==> src/rtl/i2c_pkg.sv <==
// Shared types and constants for the clocked I2C target with register file.
// Holds the FSM state encoding and the bus-level ACK and R/W bit values.
package i2c_pkg;

    typedef enum logic [3:0] {
        IDLE,
        ADDR,
        ADDR_ACK,
        PTR,
        PTR_ACK,
        WDATA,
        WDATA_ACK,
        RDATA,
        RDATA_ACK,
        WAIT_STOP
    } i2c_state_e;

    localparam logic I2C_ACK  = 1'b0;
    localparam logic I2C_NACK = 1'b1;
    localparam logic RW_WRITE = 1'b0;
    localparam logic RW_READ  = 1'b1;

    // SDA is open drain, so a line level of 0 means pulling the pad low.
    function automatic logic oe_for(input logic line_level);
        return ~line_level;
    endfunction

endpackage

==> src/rtl/i2c_slave_regfile_if.sv <==
// Pad-side I2C signals between the board-level open-drain buffers and the target.
interface i2c_slave_regfile_if;

    logic scl_i;
    logic sda_i;
    logic sda_oe;

    modport master (output scl_i, output sda_i, input sda_oe);
    modport slave  (input scl_i, input sda_i, output sda_oe);

endinterface

==> src/rtl/i2c_bus_sync.sv <==
// Synchronises SCL/SDA into the clk domain and produces registered edge,
// START and STOP strobes that are aligned with a matching registered SDA sample.
module i2c_bus_sync #(
    parameter int SYNC_STAGES = 2
) (
    input  logic clk,
    input  logic rst,
    input  logic scl_i,
    input  logic sda_i,
    output logic scl_rise,
    output logic scl_fall,
    output logic sda_s,
    output logic start_det,
    output logic stop_det
);

    logic [SYNC_STAGES-1:0] scl_sync_q, scl_sync_d;
    logic [SYNC_STAGES-1:0] sda_sync_q, sda_sync_d;
    logic scl_hist_q, scl_hist_d, sda_hist_q, sda_hist_d;
    logic scl_rise_q, scl_rise_d, scl_fall_q, scl_fall_d;
    logic sda_s_q, sda_s_d, start_q, start_d, stop_q, stop_d;
    logic scl_now, sda_now;

    always_comb begin
        scl_sync_d = {scl_sync_q[SYNC_STAGES-2:0], scl_i};
        sda_sync_d = {sda_sync_q[SYNC_STAGES-2:0], sda_i};
        scl_now    = scl_sync_q[SYNC_STAGES-1];
        sda_now    = sda_sync_q[SYNC_STAGES-1];
        scl_hist_d = scl_now;
        sda_hist_d = sda_now;
        scl_rise_d = scl_now & ~scl_hist_q;
        scl_fall_d = ~scl_now & scl_hist_q;
        sda_s_d    = sda_now;
        // SDA may only move while SCL is high at a START or STOP.
        start_d    = scl_now & scl_hist_q & sda_hist_q & ~sda_now;
        stop_d     = scl_now & scl_hist_q & ~sda_hist_q & sda_now;
    end

    // Idle bus level is high, so flops reset to 1 to avoid false edges.
    always_ff @(posedge clk) begin
        if (rst) begin
            scl_sync_q <= '1;
            sda_sync_q <= '1;
            scl_hist_q <= 1'b1;
            sda_hist_q <= 1'b1;
            scl_rise_q <= 1'b0;
            scl_fall_q <= 1'b0;
            sda_s_q    <= 1'b1;
            start_q    <= 1'b0;
            stop_q     <= 1'b0;
        end else begin
            scl_sync_q <= scl_sync_d;
            sda_sync_q <= sda_sync_d;
            scl_hist_q <= scl_hist_d;
            sda_hist_q <= sda_hist_d;
            scl_rise_q <= scl_rise_d;
            scl_fall_q <= scl_fall_d;
            sda_s_q    <= sda_s_d;
            start_q    <= start_d;
            stop_q     <= stop_d;
        end
    end

    assign scl_rise  = scl_rise_q;
    assign scl_fall  = scl_fall_q;
    assign sda_s     = sda_s_q;
    assign start_det = start_q;
    assign stop_det  = stop_q;

endmodule

==> src/rtl/i2c_slave_regfile.sv <==
// Clocked I2C target with a byte-wide register file, register pointer,
// auto-incrementing burst read/write and repeated START support.
module i2c_slave_regfile
    import i2c_pkg::*;
#(
    parameter logic [6:0] SLAVE_ADDR  = 7'h2A,
    parameter int         NUM_REGS    = 16,
    parameter int         SYNC_STAGES = 2
) (
    input  logic                        clk,
    input  logic                        rst,
    i2c_slave_regfile_if.slave          bus,
    input  logic [$clog2(NUM_REGS)-1:0] host_raddr,
    output logic [7:0]                  host_rdata,
    output logic                        wr_valid,
    output logic [$clog2(NUM_REGS)-1:0] wr_addr,
    output logic [7:0]                  wr_data,
    output logic                        busy
);

    localparam int         PW         = $clog2(NUM_REGS);
    localparam logic [8:0] NUM_REGS_W = 9'(NUM_REGS);

    logic scl_rise, scl_fall, sda_s, start_det, stop_det;

    i2c_bus_sync #(.SYNC_STAGES(SYNC_STAGES)) u_sync (
        .clk       (clk),
        .rst       (rst),
        .scl_i     (bus.scl_i),
        .sda_i     (bus.sda_i),
        .scl_rise  (scl_rise),
        .scl_fall  (scl_fall),
        .sda_s     (sda_s),
        .start_det (start_det),
        .stop_det  (stop_det)
    );

    i2c_state_e    state_q;
    logic [3:0]    cnt_q;
    logic [7:0]    shift_q;
    logic [PW-1:0] ptr_q;
    logic          sda_oe_q, busy_q, wr_valid_q;
    logic [PW-1:0] wr_addr_q;
    logic [7:0]    wr_data_q;
    logic [7:0]    regs_q [NUM_REGS];

    logic [PW-1:0] ptr_inc;
    logic [7:0]    rd_byte, rd_next;
    logic          byte_done, ptr_ok;

    always_comb begin
        ptr_inc   = ptr_q + PW'(1);
        rd_byte   = regs_q[ptr_q];
        rd_next   = regs_q[ptr_inc];
        byte_done = (cnt_q == 4'd8);
        ptr_ok    = ({1'b0, shift_q} < NUM_REGS_W);
    end

    // Receive bits shift in on scl_rise; all SDA drive changes happen on scl_fall.
    always_ff @(posedge clk) begin
        if (rst) begin
            state_q    <= IDLE;
            cnt_q      <= 4'd0;
            shift_q    <= 8'd0;
            ptr_q      <= '0;
            sda_oe_q   <= 1'b0;
            busy_q     <= 1'b0;
            wr_valid_q <= 1'b0;
            wr_addr_q  <= '0;
            wr_data_q  <= 8'd0;
            for (int i = 0; i < NUM_REGS; i++) regs_q[i] <= 8'd0;
        end else begin
            wr_valid_q <= 1'b0;
            if (stop_det) begin
                state_q  <= IDLE;
                sda_oe_q <= 1'b0;
                busy_q   <= 1'b0;
                cnt_q    <= 4'd0;
            end else if (start_det) begin
                state_q  <= ADDR;
                sda_oe_q <= 1'b0;
                cnt_q    <= 4'd0;
            end else if (scl_rise) begin
                case (state_q)
                    ADDR, PTR, WDATA: begin
                        shift_q <= {shift_q[6:0], sda_s};
                        cnt_q   <= cnt_q + 4'd1;
                    end
                    RDATA_ACK: begin
                        if (sda_s == I2C_ACK) begin
                            ptr_q   <= ptr_inc;
                            shift_q <= rd_next;
                            cnt_q   <= 4'd8;
                            state_q <= RDATA;
                        end else begin
                            state_q <= WAIT_STOP;
                        end
                    end
                    default: ;
                endcase
            end else if (scl_fall) begin
                case (state_q)
                    ADDR: if (byte_done) begin
                        if (shift_q[7:1] == SLAVE_ADDR) begin
                            state_q  <= ADDR_ACK;
                            sda_oe_q <= oe_for(I2C_ACK);
                            busy_q   <= 1'b1;
                        end else begin
                            state_q  <= WAIT_STOP;
                            sda_oe_q <= oe_for(I2C_NACK);
                        end
                    end
                    ADDR_ACK: begin
                        cnt_q <= 4'd0;
                        case (shift_q[0])
                            RW_WRITE: begin
                                state_q  <= PTR;
                                sda_oe_q <= 1'b0;
                            end
                            RW_READ: begin
                                // First data bit goes out on the same fall that ends the ACK.
                                state_q  <= RDATA;
                                sda_oe_q <= oe_for(rd_byte[7]);
                                shift_q  <= {rd_byte[6:0], 1'b0};
                                cnt_q    <= 4'd7;
                            end
                            default: ;
                        endcase
                    end
                    PTR: if (byte_done) begin
                        cnt_q <= 4'd0;
                        if (ptr_ok) begin
                            ptr_q    <= shift_q[PW-1:0];
                            sda_oe_q <= oe_for(I2C_ACK);
                            state_q  <= PTR_ACK;
                        end else begin
                            sda_oe_q <= oe_for(I2C_NACK);
                            state_q  <= WAIT_STOP;
                        end
                    end
                    PTR_ACK: begin
                        sda_oe_q <= 1'b0;
                        cnt_q    <= 4'd0;
                        state_q  <= WDATA;
                    end
                    WDATA: if (byte_done) begin
                        regs_q[ptr_q] <= shift_q;
                        wr_valid_q    <= 1'b1;
                        wr_addr_q     <= ptr_q;
                        wr_data_q     <= shift_q;
                        sda_oe_q      <= oe_for(I2C_ACK);
                        cnt_q         <= 4'd0;
                        state_q       <= WDATA_ACK;
                    end
                    WDATA_ACK: begin
                        sda_oe_q <= 1'b0;
                        ptr_q    <= ptr_inc;
                        state_q  <= WDATA;
                    end
                    RDATA: begin
                        if (cnt_q != 4'd0) begin
                            sda_oe_q <= oe_for(shift_q[7]);
                            shift_q  <= {shift_q[6:0], 1'b0};
                            cnt_q    <= cnt_q - 4'd1;
                        end else begin
                            sda_oe_q <= 1'b0;
                            state_q  <= RDATA_ACK;
                        end
                    end
                    default: ;
                endcase
            end
        end
    end

    assign bus.sda_oe = sda_oe_q;
    assign host_rdata = regs_q[host_raddr];
    assign wr_valid   = wr_valid_q;
    assign wr_addr    = wr_addr_q;
    assign wr_data    = wr_data_q;
    assign busy       = busy_q;

endmodule

==> src/flat_wrapper.sv <==
// flat-port wrapper written by rule: the top's interface ports become plain ports
module i2c_slave_regfile_flat import i2c_pkg::*;
#(
    parameter logic [6:0] SLAVE_ADDR  = 7'h2A,
    parameter int         NUM_REGS    = 16,
    parameter int         SYNC_STAGES = 2
)
  (clk, rst, host_raddr, host_rdata, wr_valid, wr_addr, wr_data, busy, bus_scl_i, bus_sda_i, bus_sda_oe);
  i2c_slave_regfile_if bus_i ();
  input  logic clk;
  input  logic rst;
  input  logic [$clog2(NUM_REGS)-1:0] host_raddr;
  output logic [7:0] host_rdata;
  output logic wr_valid;
  output logic [$clog2(NUM_REGS)-1:0] wr_addr;
  output logic [7:0] wr_data;
  output logic busy;
  input wire logic [$bits(bus_i.scl_i)-1:0] bus_scl_i;
  input wire logic [$bits(bus_i.sda_i)-1:0] bus_sda_i;
  output wire logic [$bits(bus_i.sda_oe)-1:0] bus_sda_oe;
  assign bus_i.scl_i = bus_scl_i;
  assign bus_i.sda_i = bus_sda_i;
  assign bus_sda_oe = bus_i.sda_oe;
  i2c_slave_regfile #(.SLAVE_ADDR(SLAVE_ADDR), .NUM_REGS(NUM_REGS), .SYNC_STAGES(SYNC_STAGES)) u_core (.clk(clk), .rst(rst), .bus(bus_i), .host_raddr(host_raddr), .host_rdata(host_rdata), .wr_valid(wr_valid), .wr_addr(wr_addr), .wr_data(wr_data), .busy(busy));
endmodule
==> config.mk <==
export PLATFORM = sky130hd
export DESIGN_NAME = i2c_slave_regfile_flat
export DESIGN_NICKNAME = d
export VERILOG_FILES = /design/src/rtl/i2c_pkg.sv /design/src/rtl/i2c_slave_regfile_if.sv /design/src/rtl/i2c_bus_sync.sv /design/src/rtl/i2c_slave_regfile.sv /design/src/flat_wrapper.sv
export SDC_FILE = /design/constraint.sdc
export NUM_CORES = 1
export LEC_CHECK = 0
export BUFFER_PORTS_ARGS = -buffer_cell sky130_fd_sc_hd__buf_2
export CAP_MARGIN = 20
export CORE_MARGIN = 4
export CORE_UTILIZATION = 42
export DETAILED_ROUTE_END_ITERATION = 8
export PLACE_DENSITY_LB_ADDON = 0.2
export SYNTH_ARGS = -nofsm -noshare
export SYNTH_HDL_FRONTEND = slang
export SYNTH_SLANG_ARGS = --single-unit
==> constraint.sdc <==
create_clock -name clk -period 2.95 [get_ports clk]
set_clock_uncertainty 0.1 [all_clocks]
set_input_delay 0.1475 -clock clk [delete_from_list [all_inputs] [get_ports clk]]
set_output_delay 0.1475 -clock clk [all_outputs]
set_load 0.005 [all_outputs]
==> flow_metrics.py <==
metrics = {
    "routing": {
        "ant_nets": 0,
        "drt-total-wl_mm": 29.5,
        "via_count": 7074,
        "detail_route.iter0.violations": 1052,
        "drt-pass1-iter-count": 5,
        "wl_per_cell_um": 26.0,
        "routed_via_density": 6.25,
        "drc": 0,
    },
    "placed_design": {
        "buffer_ports.inserted": 30,
        "placer_s_final_routability_congestion_estimate": 0.901,
        "dpl.hpwl_mm": 21.8,
        "post-place-cells": 1097,
        "detailed_place.area_um2": 11100,
    },
    "timing": {
        "maxSlewViolCount": 0,
        "finalSetupViolations": 0,
        "finalCritPeriodShare": 0.943,
        "report.final.hold_viol_count": 0,
        "grt_setup_unrepaired": "false",
        "post_layout_minimum_cycle_time_ns": 2.78,
        "tightestPinTransition_ns": 0.899,
        "max_slew_margin_vs_limit": 0.401,
        "achievable-frequency_ghz": 0.359,
        "setup_tns_ns": 0,
    },
    "synth": {
        "yosys-top-cells-count": "sky130_fd_sc_hd__edfxtp_1 (128), sky130_fd_sc_hd__and2_1 (113), sky130_fd_sc_hd__mux4_2 (111), sky130_fd_sc_hd__dfxtp_1 (49), sky130_fd_sc_hd__nor2_1 (47)",
        "yosysMostFrequentCell": "sky130_fd_sc_hd__edfxtp_1",
        "synth_top_cell_by_area": "sky130_fd_sc_hd__edfxtp_1",
        "syn_area_per_cell_um2": 13.6,
        "largest_cells_by_area_after_synthesis": "sky130_fd_sc_hd__edfxtp_1 (37%), sky130_fd_sc_hd__mux4_2 (24%), sky130_fd_sc_hd__dfxtp_1 (9.4%)",
        "syn-num-nets": 780,
        "synth_seq_cells": 177,
        "synth.cell_area_um2": 10400,
        "post_synth_num_cell_types": 70,
        "synth_top_area_frac": 0.368,
        "yosys_warnings": 0,
        "synth_seq_area_share": 0.462,
        "syn_inst": 766,
        "synth_flop_cell": "sky130_fd_sc_hd__edfxtp_1",
        "post_synth_edffs": 128,
        "async_reset_ff_frac": 0,
    },
    "cells_and_area": {
        "num-nets-final": 809,
        "seqCellArea_um2": 4830,
        "num-fill-cells": 2154,
        "antennaDiodeCount": 0,
        "final_cell_count_no_fill": 1132,
        "area_delta_synth_final_pct": 12.5,
        "final_design_area_no_fill_um2": 11700,
        "multi_input_comb_area_um2": 5260,
        "final_layout_size_suffix_gt1_frac": 0.324,
    },
    "critical_path": {
        "worst_path_max_delay_cell": "sky130_fd_sc_hd__mux4_2",
        "cell_family_with_the_largest_share_of_critical_path_delay": "multiplexers",
        "critPathArrivalTime_ns": 2.97,
        "rrSetupSlack_ns": 0.17,
        "worst-setup-path-type": "reg2reg",
        "regToRegEndpoint": "u_core.shift_q[7]",
        "critPathMostFrequentCell": "sky130_fd_sc_hd__mux4_2",
        "crit_path_end_kind": "flop",
        "timing.critical_path.buf_inv": 2,
        "crit_path_max_incr_delay_ns": 0.58,
        "timing.critical_path.fanout_max": 33,
        "worstPathRequired_ns": 3.14,
        "r2r-start": "u_core.ptr_q[1]",
        "cp-start-kind": "flop",
        "critical_path.cell_chain": "inv_1 -> ha_2 -> buf_12 -> mux4_2 -> mux4_2 -> nand3_1 -> a311oi_1",
        "reg2regPathDepth": 7,
    },
    "floorplanning": {
        "fp.coreArea_um2": 24400,
        "die_w_um": 166,
        "floorplan.rows": 57,
        "fp.dieH_um": 166,
        "floorplan.initialDensity": 0.428,
        "fp.dieArea_um2": 27400,
        "num_io_pins": 31,
    },
    "clock_network": {
        "postCtsSetupBuffers": 0,
        "tritoncts": "built",
        "clock-sinks": 177,
        "cts.htree.levels": 4,
        "clock-root-buffer": "sky130_fd_sc_hd__clkbuf_16",
        "max-clock-path-buffers": 2,
        "cts_made_buffers": 17,
        "worstSkewPairLatency_ns": 0.44,
        "path_clk_slew_ns": 0.07,
    },
    "global_route": {
        "grt_use_total": 0.215,
        "grt_pass1_vias": 7126,
        "grt_max_degree": 49,
        "grt_pass1_wl_mm": 45.3,
        "global_route.overflow_total": 0,
        "initial_antenna_violation_count": 0,
    },
    "power_and_ir_drop": {
        "pwr_density_cell_nw_per_um2": 478,
        "ir_worst_vdd_v": 0.000327,
        "p_leak_nw": 4.04,
        "post-layout-total-power_mw": 5.62,
    },
    "job": {
        "timing.max_cap.violations": 0,
    },
    "run_status": {
        "outcome": "complete, no violations",
    },
    "min_path": {
        "type_of_the_tightest_min_delay_check": "reg2reg",
        "hold_start": "u_core.u_sync.sda_sync_q[0]",
        "hold-path-cell-count": 1,
        "hold_end": "u_core.u_sync.sda_sync_q[1]",
    },
}
==> power by group <==
group          internal [mW]  switching (mW)  total, mW
registers               2.73          0.0761       2.80
clock network           1.38            1.09       2.47
logic                  0.171           0.176      0.347
total                   4.28            1.34       5.62
==> worst max path at each step <==
stage / end / cells past startpoint / from / slack [ns]
finish: u_core.shift_q[7] / 7 / u_core.ptr_q[1] / 0.17
global route: u_core.shift_q[7] / 7 / u_core.ptr_q[1] / 0.06
CTS: u_core.shift_q[7] / 7 / u_core.ptr_q[1] / 0.17
detailed placement: u_core.shift_q[7] / 7 / u_core.ptr_q[1] / 0.18
global placement: u_core.shift_q[7] / 7 / u_core.ptr_q[1] / 0.21
floorplan: u_core.shift_q[1] / 10 / u_core.ptr_q[0] / 0.002
==> cell usage in the layout (no fill, tap or decap), types with 17 or more instances in the layout <==
cell type / n
sky130_fd_sc_hd__dfxtp_1: 46
sky130_fd_sc_hd__edfxtp_1: 128
sky130_fd_sc_hd__buf_4: 43
sky130_fd_sc_hd__nor2_1: 47
sky130_fd_sc_hd__clkbuf_16: 17
sky130_fd_sc_hd__nor3_1: 18
sky130_fd_sc_hd__mux4_2: 111
sky130_fd_sc_hd__and2_1: 113
sky130_fd_sc_hd__buf_2: 30
sky130_fd_sc_hd__mux2i_1: 26
==> routing by layer <==
metal | vias to the layer above | wire length (um) | track usage | part of all wire
li1 | 3053 | - | - | -
met1 | 3611 | 11900 | 0.295 | 0.40
met2 | 373 | 14300 | 0.345 | 0.48
met3 | 37 | 2780 | 0.0551 | 0.094
met4 | 0 | 480 | 0.0563 | 0.016
met5 | - | 0 | 0 | 0
==> cells by family (layout without fill, tap and decap cells) <==
group / after synthesis / count (layout) / share of synthesized area
AND/OR/NAND/NOR: 298 / 298 / 0.170
flip-flops: 177 / 177 / 0.462
multiplexers: 139 / 139 / 0.267
buffers and inverters: 78 / 120 / 0.0343
AO/OA/AOI/OAI: 64 / 64 / 0.0536
XOR/XNOR: 4 / 4 / 0.00587
adder cells (fa/ha/maj): 6 / 6 / 0.00719
==> sequential cells by signal, summed over array words and instances (netlist names), named ones only <==
register / flops
u_core.busy: 1
u_core.u_sync.scl_hist_q: 1
u_core.u_sync.scl_rise: 1
u_core.regs_q: 128
u_core.wr_addr: 4
u_core.wr_valid: 1
u_core.u_sync.stop_det: 1
u_core.cnt_q: 4
u_core.u_sync.scl_sync_q: 2
u_core.state_q: 4
u_core.shift_q: 8
u_core.u_sync.sda_sync_q: 2
u_core.ptr_q: 4
u_core.wr_data: 8
u_core.u_sync.scl_fall: 1
u_core.u_sync.sda_s: 1
u_core.bus.sda_oe: 1
u_core.u_sync.start_det: 1
==> metrics by stage <==
step	setup slack, ns	utilization	hold WS [ns]
floorplan	0.00162	-	0.151
finish	0.168	0.481	0.306
CTS	0.172	0.481	0.306
global placement	0.213	0.454	0.231
detailed placement	0.181	0.454	0.237
global route	0.0580	0.481	0.313
==> worst reg2reg max path: stages, from the launching register on <==
cell and delay, ns:
sky130_fd_sc_hd__dfxtp_1 0.48, sky130_fd_sc_hd__inv_1 0.11, sky130_fd_sc_hd__ha_2 0.36, sky130_fd_sc_hd__buf_12 0.25, sky130_fd_sc_hd__mux4_2 0.59, sky130_fd_sc_hd__mux4_2 0.52, sky130_fd_sc_hd__nand3_1 0.13, sky130_fd_sc_hd__a311oi_1 0.11
==> layout make-up <==
class	count	area share
multi-input combinational	511	0.448
timing repair buffer	80	0.0497
sequential	177	0.411
clock buffer	17	0.0362
clock inverter	15	0.0180
tap	324	0.0345
inverter	8	0.00256
==> repair_timing <==
action,CTS,global route
endpoints found under the hold margin,8,0
hold buffers,3,0
resized for setup,0,0
Power figures use the tool's default switching activity.
